--- config.mk ---
export PLATFORM = sky130hd
export DESIGN_NAME = split
export DESIGN_NICKNAME = d
export VERILOG_FILES = /design/src/rtl/split_pkg.sv /design/src/rtl/split.sv
export SDC_FILE = /design/constraint.sdc
export NUM_CORES = 1
export LEC_CHECK = 0
export CAP_MARGIN = 20
export CORE_AREA = 2 2 121 123
export CTS_CLUSTER_DIAMETER = 60
export DETAILED_ROUTE_END_ITERATION = 12
export DIE_AREA = 0 0 123 125
export RECOVER_POWER = 100
export SETUP_SLACK_MARGIN = 0.1
export SYNTH_ARGS = -nofsm -noshare
export SYNTH_HDL_FRONTEND = slang
export SYNTH_SLANG_ARGS = --single-unit
--- constraint.sdc ---
create_clock -name clk -period 1.9 [get_ports clk]
set_clock_uncertainty 0.1 [all_clocks]
set_input_delay 0.19 -clock clk [delete_from_list [all_inputs] [get_ports clk]]
set_output_delay 0.19 -clock clk [all_outputs]
set_load 0.01 [all_outputs]
--- src/rtl/split_pkg.sv ---
// Shared bus definitions for the address-split interconnect: request and
// response widths and the state encoding of the split FSM.
package split_pkg;

    typedef enum logic [1:0] {
        ST_IDLE = 2'd0,
        ST_BUSY = 2'd1,
        ST_ERR  = 2'd2
    } state_t;

    // Request word {valid, addr, wdata, wstrb}, MSB first; one strobe bit per byte.
    function automatic int bus_req_w(input int addr_w, input int data_w);
        return 1 + addr_w + data_w + data_w / 8;
    endfunction

    // Response word {rdata, ready}, ready at bit 0.
    function automatic int bus_resp_w(input int data_w);
        return data_w + 1;
    endfunction

endpackage

--- src/rtl/split.sv ---
// One-master to N-slave address splitter. The top address bits pick the slave;
// the request is forwarded with zero added latency and the selection is held
// in sel_reg until the slave answers, a timeout fires, or reset.
//
// Handshake: a transfer completes on the cycle where the routed response has
// ready=1. The master holds its request stable until then; the splitter routes
// on the captured index (not the live address) for every cycle after the first.
module split
    import split_pkg::*;
#(
    parameter int N_SLAVES = 2,
    parameter int ADDR_W   = 32,
    parameter int DATA_W   = 32,
    parameter int TIMEOUT  = 0
) (
    input  logic                                                 clk,
    input  logic                                                 rst,
    input  logic [bus_req_w(ADDR_W, DATA_W)-1:0]                 m_req,
    output logic [bus_resp_w(DATA_W)-1:0]                        m_resp,
    output logic [N_SLAVES*bus_req_w(ADDR_W, DATA_W)-1:0]        s_req,
    input  logic [N_SLAVES*bus_resp_w(DATA_W)-1:0]               s_resp,
    output logic                                                 err
);

    localparam int REQ_W    = bus_req_w(ADDR_W, DATA_W);
    localparam int RESP_W   = bus_resp_w(DATA_W);
    localparam int P_SLAVES = $clog2(N_SLAVES);
    localparam int TW       = (TIMEOUT > 1) ? $clog2(TIMEOUT) : 1;
    localparam int TO_LAST  = (TIMEOUT > 0) ? TIMEOUT - 1 : 0;
    localparam logic [P_SLAVES:0] N_LIMIT = (P_SLAVES + 1)'(N_SLAVES);

    state_t              state;
    logic [P_SLAVES-1:0] sel_reg;
    logic [TW-1:0]       timer;

    logic                m_valid;
    logic [P_SLAVES-1:0] idx;
    logic                idx_ok;
    logic                route_en;
    logic [P_SLAVES-1:0] route_idx;
    logic                sel_ready;

    assign m_valid = m_req[REQ_W-1];
    assign idx     = m_req[REQ_W-2 -: P_SLAVES];
    assign idx_ok  = {1'b0, idx} < N_LIMIT;
    assign err     = (state == ST_ERR) && !rst;

    // Route the request to one slave slice and the matching response back; all else zero.
    always_comb begin
        s_req     = '0;
        m_resp    = '0;
        route_en  = 1'b0;
        route_idx = sel_reg;
        sel_ready = 1'b0;
        if (!rst) begin
            case (state)
                ST_IDLE: begin
                    if (m_valid && idx_ok) begin
                        route_en  = 1'b1;
                        route_idx = idx;
                    end
                end
                ST_BUSY: route_en = 1'b1;
                ST_ERR:  m_resp = RESP_W'(1);
                default: ;
            endcase
        end
        for (int i = 0; i < N_SLAVES; i++) begin
            if (route_en && route_idx == P_SLAVES'(i)) begin
                s_req[i*REQ_W +: REQ_W]  = m_req;
                m_resp                   = s_resp[i*RESP_W +: RESP_W];
                sel_ready                = s_resp[i*RESP_W];
            end
        end
    end

    // FSM: accept in IDLE, wait in BUSY for ready or timeout, one-cycle ERR response.
    always_ff @(posedge clk) begin
        if (rst) begin
            state   <= ST_IDLE;
            sel_reg <= '0;
            timer   <= '0;
        end else begin
            case (state)
                ST_IDLE: begin
                    if (m_valid) begin
                        if (idx_ok) begin
                            sel_reg <= idx;
                            if (!sel_ready) begin
                                state <= ST_BUSY;
                                timer <= '0;
                            end
                        end else begin
                            state <= ST_ERR;
                        end
                    end
                end
                ST_BUSY: begin
                    if (sel_ready) begin
                        state <= ST_IDLE;
                    end else if (TIMEOUT != 0) begin
                        if (timer == TW'(TO_LAST)) begin
                            state <= ST_ERR;
                        end else begin
                            timer <= timer + 1'b1;
                        end
                    end
                end
                ST_ERR:  state <= ST_IDLE;
                default: state <= ST_IDLE;
            endcase
        end
    end

endmodule

==> results.md <==
- CTS Buffer Depth: 2
- Fmax achieved: 0.458 GHz
- Clock Latency Late Sink: 220 ps
- Die Area: 15,400 um2
- Total core area: 14,200 um2
- PnR worst setup slack: -285 ps
- Final Hold Viols: 0
- Largest area contributor in the netlist: and2_1
- Worst Path Buf+Inv: 6
- Share of cells above drive strength 1: 63.8%
- Logic pwr share: 79.4%
- NumNets Final: 714
- CTS clk-pin slew, worst paths: 30 ps
- Gr busiest metal: met2
- Tot GR Track Use: 16.1%
- DRC: 0
- Failing checks: setup timing
- Seq/Total Area, Yosys: 2.78%
- Final WL: 13,200 um
- Input/output buffers: 307
- First-pass DRT Iterations: 4
- Post-DP HPWL: 7850 um
- Inserted Clock Buffers: 3
- Post-synthesis cell area: 1440 um2
- Maximum fanout along the worst path: 5
- Switching share of power: 29.5%
- H-tree levels: 1
- Hold slack: 459 ps
- Vias in the first global route: 3,275
- Status: finished with violations
- Synth area leaders: and2_1, a22o_1, and2_2
- Crit path top cell by count: buf_12
- Grt met3 use: 3.51%
- Arrival time worst endpoint: 1890 ps
- Leak Pwr: 2.90 nW
- First-pass GRT wire length: 18,900 um
- Max-cap check violation count: 0
- RSZ-0062 raised after global routing: true
- Most frequent cells in the layout: buf_6, clkdlybuf4s50_1, and2_4
- Syn avg cell area: 6.86 um2
- Min cycle time layout: 2180 ps
- CTS tree: yes
- Final Non-Filler Cells: 759
- Vias per cell: 3.97
- Worst R2R Setup Slack: 280 ps
- Final instance area: 6300 um2
- Crit Path Category: reg -> out
- Die width: 123 um
- Netlist cell types: 22
- Share of the synthesized area in the top cell type: 49.1%
- PwrDens: 279 nW/um2
- Hold Buf Count CTS: 0
- Grt total ovfl: 0
- Crit path cell chain: or3b_4 > a21oi_4 > buf_12 > buf_12 > buf_12 > buf_6 > buf_16 > a22o_1 > buf_2
- Slowest CP cell: or3b_4
- WP data required: 1610 ps
- Initial core utilization: 10.1%
- CP top delay family: buffers and inverters
- Worst path max stage delay: 380 ps
- Seq pwr share: 2.8%
- Mapped Nets: 347
- Io pins: 309
- Met1 Track Usage GR: 18.3%
- Int Power: 0.00124 W
- Worst setup EP type: output port
- Startpoint Class: flop
- Net Switching: 0.000519 W
- RD Place Congestion: 0.923
- Placed Instances: 687
- Cell Rows: 44
- Largest net degree at the start of global routing: 22
- Most common cell after layout, fill and taps aside: buf_6
- Via count: 3,011
- DP Area: 4750 um2
- Routed Antenna Nets: 0
- Die Y: 125 um
- Routed WL per cell: 17.4 um
- Fin crit share: 115%
- CTS sink count: 2
- Final setup fails: 162
- DRT iter0 DRCs: 60
- Synthesis-to-layout area growth: 338%
- Syn Inst Count: 210
- Slew Viols, Final: 0
- Clock power share: 17.9%
- Initial antenna violation count: 0
- #FFs+latches synth: 2
- Pre-CTS setup slack: -715 ps
- Clk root buf: clkbuf_16
- Synth Warn #: 0
- N_diodes: 0
- Worst VDD drop: 0.232 mV
- GR Util met2: 30.6%
- Hold crit path type: in -> reg
cell usage after synthesis (all sizes together):
master	count
a21boi	1
a21oi	2
a22o	33
and2	137
buf	9
clkbuf	14
conb	1
dfxtp	2
mux2	1
nand2	1
nand2b	1
nand3b	1
nor2	3
nor3b	1
o21bai	1
or2b	1
or3b	1
worst min-delay path, delay by kind of cell:
| kind | cells | cell delay, ps |
|---|---|---|
| buffers and inverters | 2 | 510 |
| and+or+nand+nor | 1 | 40 |
metal layers:
metal,vias up,share of wire (%)
met2,154,54
met3,12,7.4
met5,-,0
met1,1418,38
met4,0,1.2
li1,1427,-
metrics by stage:
stage	total power [W]	utilization [%]	setup TNS, ps
4_1_cts	0.00172	42.3	-23860
5_1_grt	0.00185	44.4	-34980
2_1_floorplan	0.000347	-	0
6_report	0.00176	44.4	-24070
3_3_place_gp	0.00100	33.5	-100210
3_5_place_dp	0.00101	33.5	-103380
layout make-up:
type | count | area, um2
fill | 1362 | 7900
timing repair buffer | 385 | 4410
multi-input combinational | 185 | 1540
tap | 184 | 230
clock buffer | 3 | 75.1
sequential | 2 | 41.3
power by group through the flow:
stage / logic (W) / registers [W] / clock network, W
after floorplan: 0.000299 / 0.0000478 / 0
after global routing: 0.00147 / 0.0000487 / 0.000325
after CTS: 0.00135 / 0.0000484 / 0.000318
after detailed placement: 0.000960 / 0.0000478 / 0
final: 0.00139 / 0.0000485 / 0.000314
after global placement: 0.000957 / 0.0000477 / 0
timing repair:
item / CTS / global route
pin swaps: 64 / 35
endpoints found under the hold margin: 0 / 0
setup buffers: 45 / 8
gates resized for setup: 859 / 102
gates cloned: 23 / 0
setup endpoints to repair: 171 / 171
kinds of logic (layout without fill, tap and decap cells):
kind of cell / count (synthesis) / in the layout / synth area share [%]
AO/OA/AOI/OAI: 37 / 37 / 22.1
flip-flops: 2 / 2 / 2.78
multiplexers: 1 / 1 / 0.782
AND/OR/NAND/NOR: 146 / 146 / 65.2
other: 1 / 1 / 0.260
buffers and inverters: 23 / 388 / 8.86
final timing paths:
kind | from | endpoint | depth (start not counted)
max | state[0]$_SDFFE_PP0P_ | m_resp[9] | 9
min | rst | sel_reg$_SDFF_PP0_ | 3
max reg2reg | state[0]$_SDFFE_PP0P_ | state[0]$_SDFFE_PP0P_ | 5
min reg2reg | sel_reg$_SDFF_PP0_ | sel_reg$_SDFF_PP0_ | 3
No activity file was read; power rests on OpenSTA's default activity.
